**src/rtl/mem_data_bus_ctrl.sv**
```systemverilog
`default_nettype none
// +--------------------------------------------------------------------------+
// | Module   : mem_data_bus_ctrl                                             |
// | Purpose  : MEM-stage data-bus master: one SRAM-like req/addr_ok/data_ok   |
// |            transaction per load/store, pipeline stall until completion.  |
// |            Define ADDR_MAP_EN for fixed kseg0/kseg1 address mapping.     |
// | Revision : 1.0 - initial release                                         |
// +--------------------------------------------------------------------------+
module mem_data_bus_ctrl #(
    parameter int ADDR_W = 32,
    parameter int DATA_W = 32
) (
    input  logic              clk,
    input  logic              resetn,
    input  logic              mem_valid,
    input  logic [ADDR_W-1:0] mem_addr,
    input  logic [3:0]        read_en,
    input  logic [3:0]        write_en,
    input  logic [DATA_W-1:0] wdata_in,
    input  logic [1:0]        size_in,
    input  logic              addr_err,
    input  logic              flush,
    input  logic              stall_in,
    output logic              data_req,
    output logic              data_wr,
    output logic [1:0]        data_size,
    output logic [ADDR_W-1:0] data_addr,
    output logic [3:0]        data_wstrb,
    output logic [DATA_W-1:0] data_wdata,
    input  logic              data_addr_ok,
    input  logic              data_data_ok,
    input  logic [DATA_W-1:0] data_rdata,
    output logic [DATA_W-1:0] rdata_out,
    output logic              rdata_valid,
    output logic              mem_stall
);

    typedef enum logic [1:0] {
        IDLE = 2'd0,
        REQ  = 2'd1,
        DATA = 2'd2,
        DONE = 2'd3
    } state_t;

    state_t              state_q, state_d;
    logic [ADDR_W-1:0]   addr_q, addr_d;
    logic                wr_q, wr_d;
    logic [1:0]          size_q, size_d;
    logic [3:0]          wstrb_q, wstrb_d;
    logic [DATA_W-1:0]   wdata_q, wdata_d;
    logic [DATA_W-1:0]   rdata_q, rdata_d;
    logic                cancel_q, cancel_d;
    logic                issue;

    assign issue = mem_valid & ((|read_en) | (|write_en)) & ~addr_err & ~flush;

    always_comb begin
        state_d     = state_q;
        addr_d      = addr_q;
        wr_d        = wr_q;
        size_d      = size_q;
        wstrb_d     = wstrb_q;
        wdata_d     = wdata_q;
        rdata_d     = rdata_q;
        cancel_d    = cancel_q;
        data_req    = 1'b0;
        rdata_valid = 1'b0;
        mem_stall   = 1'b0;
        case (state_q)
            IDLE: begin
                mem_stall = issue;
                if (issue) begin
                    addr_d  = mem_addr;
                    wr_d    = |write_en;
                    size_d  = size_in;
                    wstrb_d = write_en;
                    wdata_d = wdata_in;
                    state_d = REQ;
                end
            end
            REQ: begin
                // Request must stay up until accepted, so a flush only marks it cancelled.
                data_req  = 1'b1;
                mem_stall = 1'b1;
                if (flush)
                    cancel_d = 1'b1;
                if (data_addr_ok)
                    state_d = DATA;
            end
            DATA: begin
                mem_stall = 1'b1;
                if (data_data_ok) begin
                    if (cancel_q || flush) begin
                        cancel_d = 1'b0;
                        state_d  = IDLE;
                    end else begin
                        rdata_d = wr_q ? '0 : data_rdata;
                        state_d = DONE;
                    end
                end else if (flush) begin
                    cancel_d = 1'b1;
                end
            end
            DONE: begin
                rdata_valid = 1'b1;
                if (flush || !stall_in)
                    state_d = IDLE;
            end
            default: state_d = IDLE;
        endcase
    end

    always_ff @(posedge clk or negedge resetn) begin
        if (!resetn) begin
            state_q  <= IDLE;
            addr_q   <= '0;
            wr_q     <= 1'b0;
            size_q   <= 2'b00;
            wstrb_q  <= 4'b0000;
            wdata_q  <= '0;
            rdata_q  <= '0;
            cancel_q <= 1'b0;
        end else begin
            state_q  <= state_d;
            addr_q   <= addr_d;
            wr_q     <= wr_d;
            size_q   <= size_d;
            wstrb_q  <= wstrb_d;
            wdata_q  <= wdata_d;
            rdata_q  <= rdata_d;
            cancel_q <= cancel_d;
        end
    end

    assign data_wr    = wr_q;
    assign data_size  = size_q;
    assign data_wstrb = wstrb_q;
    assign data_wdata = wdata_q;
    assign rdata_out  = rdata_q;

`ifdef ADDR_MAP_EN
    // kseg0/kseg1 (top bits 10x) map to physical by clearing the three segment bits.
    assign data_addr = (addr_q[ADDR_W-1 -: 2] == 2'b10) ? {3'b000, addr_q[ADDR_W-4:0]} : addr_q;
`else
    assign data_addr = addr_q;
`endif

endmodule
`default_nettype wire

```
**config.mk**
```make
export PLATFORM = sky130hd
export DESIGN_NAME = mem_data_bus_ctrl
export DESIGN_NICKNAME = d
export VERILOG_FILES = /design/src/rtl/mem_data_bus_ctrl.sv
export SDC_FILE = /design/constraint.sdc
export NUM_CORES = 1
export LEC_CHECK = 0
export BUFFER_PORTS_ARGS = -buffer_cell sky130_fd_sc_hd__clkbuf_2
export CAP_MARGIN = 10
export CELL_PAD_IN_SITES_DETAIL_PLACEMENT = 1
export CELL_PAD_IN_SITES_GLOBAL_PLACEMENT = 2
export CORE_MARGIN = 2
export CORE_UTILIZATION = 31
export CTS_CLUSTER_SIZE = 30
export DETAILED_ROUTE_END_ITERATION = 8
export PLACE_DENSITY = 0.93
export SYNTH_ARGS = -nofsm -noshare
export SYNTH_HDL_FRONTEND = slang
export SYNTH_SLANG_ARGS = --single-unit
```
**constraint.sdc**
```tcl
create_clock -name clk -period 5.1 [get_ports clk]
set_input_delay 1.02 -clock clk [delete_from_list [all_inputs] [get_ports clk]]
set_output_delay 1.02 -clock clk [all_outputs]
set_load 0.02 [all_outputs]
```
# Word-level counts from Yosys, hierarchy flattened
# Index checks and enable logic that the tools add are counted.
[totals]
inputBits = 114
output_inout_bits = 106
regBits = 106
word_cells = 49
[op_classes]
reduce_logical = 12
bitwise = 7
eq_ne = 8
mux = 14
[op_table]
columns = ["operator", "n"]
rows = [
  ["$mux 32", 1],
  ["$mux 2", 5],
  ["$ne 2x2->1 const B", 4],
  ["$pmux 2 s4", 1],
  ["$reduce_or 4->1", 2],
  ["$mux 1", 5],
  ["$eq 2x2->1 const B", 2],
  ["$pmux 1 s2", 2],
  ["$reduce_and 2->1", 2],
  ["$reduce_and 4->1", 1],
  ["$and 1x1->1", 3],
  ["$ne 3x3->1 const B", 1],
  ["$not 1->1", 3],
  ["$reduce_and 3->1", 1],
  ["$eq 2x1->1 const B", 1],
  ["$logic_not 2->1", 1],
  ["$logic_or 1x1->1", 2],
  ["$reduce_bool 2->1", 1],
  ["$reduce_or 2->1", 1],
  ["$logic_not 1->1", 1],
  ["$or 1x1->1", 1],
]

# Longest topological paths before layout
[depth]
depth_word = 7
mapped_depth = 7
mapped_depth_nobuf = 6

# Least setup slack after synthesis
# No wires, ideal clock.
[synth_timing]
path_kind = "in2out"
start = "input write_en[1]"
end = "output mem_stall"
path_stages = 6
setup_slack_ps = 1768
t_required_ps = 4080
n_path_buf = 2
arrival_ps = 2312
cell_sequence = "or4_1 o21ai_1 or2_2 buf_12 buf_12 a21oi_1"
[synth_between]
elab_chain_cells = 6
[synth_rtl]
columns = ["element", "line", "source"]
rows = [
  ["from (decl)", "18", "input logic [3:0] write_en,"],
  ["$reduce_or 4->1", "55", "assign issue = mem_valid & ((|read_en) | (|write_en)) & ~addr_err & ~flush;"],
  ["$or 1x1->1", "55", ""],
  ["$and 1x1->1 (3 in a row)", "55", ""],
  ["$pmux 1 s2", "69", "case (state_q)"],
  ["to (decl)", "35", "output logic mem_stall"],
]
# Every way passes these cells.

# Worst setup path after layout
# Same ends and word-level chain as after synthesis.

==> impl_metrics.json <==
{
  "power_report.internal_total_mw": 2.38,
  "pre_cts_slack_ns": 1.38,
  "setup_tns_ns": 0,
  "final_max_slew_viol_count": 0,
  "ys_seq_area_share_pct": 57.6,
  "min_path_cells": 2,
  "comb_power_share_pct": 43.4,
  "htreeDepth": 3,
  "peakVddDrop_uv": 252,
  "endpoints_failing_setup": 0,
  "cap_viol_max_count": 0,
  "floorplan.initialDensity_pct": 31.7,
  "finalHoldViolations": 0,
  "synth_fp_nets": 440,
  "synth.ff_latch_count": 106,
  "sw_ratio_pct": 38.3,
  "critical_path_peak_fanout": 20,
  "dp_hpwl_um": 9030,
  "fin_crit_sh_pct": 71.5,
  "final_critical_path_setup_slack_ns": 1.45,
  "post_cts_resize_count": 0,
  "yosys_warnings": 0,
  "critPathKind": "in -> out",
  "syn2layout_area_growth_pct": 31.6,
  "tritoncts.num_buffers": 9,
  "reg2regPathDepth": 6,
  "first_global_vias": 3589,
  "wl_um": 12100,
  "clkLatencyLatePin_ns": 0.35,
  "seq_area_um2": 2650,
  "syn_area_um2": 4600,
  "unique_cell_type_count_in_the_yosys_netlist": 23,
  "fp-row-count": 44,
  "global_routing_usage_summed_across_all_routing_layers_pct": 15.2,
  "clk_root_buffer_cell": "clkbuf_16",
  "cellLeakagePower_nw": 3.33,
  "type_of_the_worst_min_delay_path": "reg -> reg",
  "multiInputGateArea_um2": 1730,
  "final_weighted_congestion_in_routability_driven_placement": 0.758,
  "timing.critical_path.arrival_ns": 2.63,
  "drcViolationCount": 0,
  "layout-drive-gt1-share_pct": 56.7,
  "reg2reg_slack_ns": 2.55,
  "num-nets-final": 655,
  "clock_share_of_power_pct": 18.2,
  "tightestPinTransition_ns": 0.982,
  "port-buffer-count": 219,
  "cts_num_sinks": 106,
  "cts.path.max_buffers": 2,
  "fmax_ghz": 0.274,
  "setup_repair_after_global_routing_missed_its_margin": "no",
  "power.switching_mw": 1.48,
  "fin_total_pwr_mw": 3.86,
  "detail_route.wirelength.met1_um": 4660,
  "avgRoutedWirePerCell_um": 16.7,
  "startpoint_type": "input pin",
  "fin_skew_ns": 0.00460,
  "final_antenna_net_count": 0,
  "path_clk_slew_ns": 0.06,
  "vias_per_cell": 4.46,
  "io_pins": 220,
  "met2WireLength_um": 6370,
  "detailroute.via_count": 3235,
  "tritoncts": "yes",
  "end_kind": "primary output",
  "die_width_um": 126,
  "slew_headroom_pct": 34.5,
  "timing.critical_path.required_ns": 4.08,
  "seq_power_share_pct": 38.4,
  "detailedRoute.firstPassIterationCount": 4,
  "synth_area_per_cell_um2": 14.3,
  "postCtsHoldBufs": 0,
  "placeableCoreArea_um2": 14500,
  "finalHoldWorstSlack_ns": 0.484,
  "antenna_diode_count": 0,
  "period_needed_ns": 3.65,
  "cell_count_after_synthesis": 321,
  "fill_cells": 1608,
  "drt_iter0_markers": 68,
  "die_h_um": 126,
  "power.density_nw_per_um2": 637,
  "fp.dieArea_um2": 15800,
  "grt_first_pass_wirelength_um": 18900,
  "highest-signal-layer": "met4",
  "largest_net_degree_at_the_start_of_global_routing": 65,
  "grt.overflow.total": 0,
  "grt_antenna_before_repair": 0,
  "run_status": "finished, final reports clean",
  "route.met3.wl_um": 716,
  "cts.repair_timing.setup_buffer_count": 0
}
-- Yosys cell counts --
| cell type | n | area, um2 |
|---|---|---|
| a21boi_0 | 1 | 7.51 |
| a21oi_1 | 1 | 5.00 |
| a221oi_1 | 1 | 8.76 |
| a22oi_1 | 2 | 15.0 |
| a31oi_1 | 1 | 6.26 |
| and3b_1 | 1 | 8.76 |
| buf_12 | 8 | 160 |
| clkbuf_1 | 9 | 33.8 |
| dfrtp_1 | 106 | 2650 |
| ha_1 | 5 | 62.6 |
| inv_1 | 7 | 26.3 |
| mux2_1 | 2 | 22.5 |
| mux2_4 | 69 | 1040 |
| mux2i_1 | 1 | 10.0 |
| nand2_1 | 33 | 124 |
| nand2b_1 | 32 | 200 |
| nor2_1 | 2 | 7.51 |
| nor3b_1 | 2 | 15.0 |
| o21ai_0 | 33 | 165 |
| o21ai_1 | 1 | 5.00 |
| or2_2 | 1 | 6.26 |
| or3b_2 | 1 | 8.76 |
| or4_1 | 2 | 15.0 |
-- per-layer routing --
layer | track usage, % | up-vias
li1 | - | 1508
met1 | 17.4 | 1581
met2 | 26.9 | 121
met3 | 3.74 | 25
met4 | 6.85 | 0
met5 | 0 | -
-- sequential cells by signal, summed over array words and instances, names as in the netlist --
| register | cells |
|---|---|
| data_addr | 32 |
| data_wdata | 32 |
| rdata_out | 32 |
| data_wstrb | 4 |
| data_size | 2 |
| state_q | 2 |
| cancel_q | 1 |
| data_wr | 1 |
-- layout make-up --
cell class | instances | area share [%]
flip-flops and latches | 106 | 43.8
multi-input cells | 191 | 28.6
repair buffers | 221 | 18.4
clock buffers | 12 | 4.07
well taps | 184 | 3.80
clock inverters | 4 | 0.847
inverters | 7 | 0.434
-- worst paths after layout --
path                                 endpoint          from
worst max-delay path                mem_stall   write_en[1]
worst min-delay path             rdata_out[3]  rdata_out[3]
worst min register to register   rdata_out[3]  rdata_out[3]
min in group asynchronous            cancel_q        resetn
max in group asynchronous       rdata_out[11]        resetn
worst max register to register   data_addr[8]    state_q[0]
-- kinds of logic (layout without fill, tap and decap cells) --
logic type	count (synthesis)	count (layout)	share of synthesized area, %
DFF	106	106	57.6
and+or+nand+nor	74	74	8.37
muxes	72	72	23.2
AOI/OAI and AO/OA	40	40	4.62
buffers and inverters	24	244	4.79
adders and majority gates	5	5	1.36
-- critical path, cell delays in order --
cell and delay (ns):
clkbuf_2 0.09, or4_1 0.59, o21ai_1 0.23, or2_4 0.39, a21oi_1 0.13, clkbuf_2 0.17
-- stage by stage --
stage | instance area [um2] | util, % | instances
4_1_cts | 6050 | 41.7 | 725
6_report | 6050 | 41.7 | 725
2_1_floorplan | 4600 | - | 321
3_5_place_dp | 5760 | 39.6 | 709
3_3_place_gp | 5760 | 39.6 | 709
5_1_grt | 6050 | 41.7 | 725
-- power by group through the flow --
stage | clock [mW] | combinational [mW] | sequential [mW]
5_1_grt | 0.762 | 1.79 | 1.54
4_1_cts | 0.730 | 1.70 | 1.49
3_3_place_gp | 0 | 1.64 | 1.47
6_report | 0.703 | 1.67 | 1.48
3_5_place_dp | 0 | 1.70 | 1.50
2_1_floorplan | 0 | 0.691 | 1.88
-- placed cells by master, fill, tap and decap left out, types with 2 or more instances in the layout --
cell type and n:
ha_1 5, mux2_4 69, buf_4 3, nor2_1 2, dfrtp_1 106, nand2b_1 32, nand2_1 32, or4_1 2
nor3b_1 2, a22oi_1 2, o21ai_0 33, clkbuf_1 2, clkbuf_2 218, clkbuf_16 9, mux2_1 2, inv_1 7
Note: power is estimated with default switching activity, not from simulation.
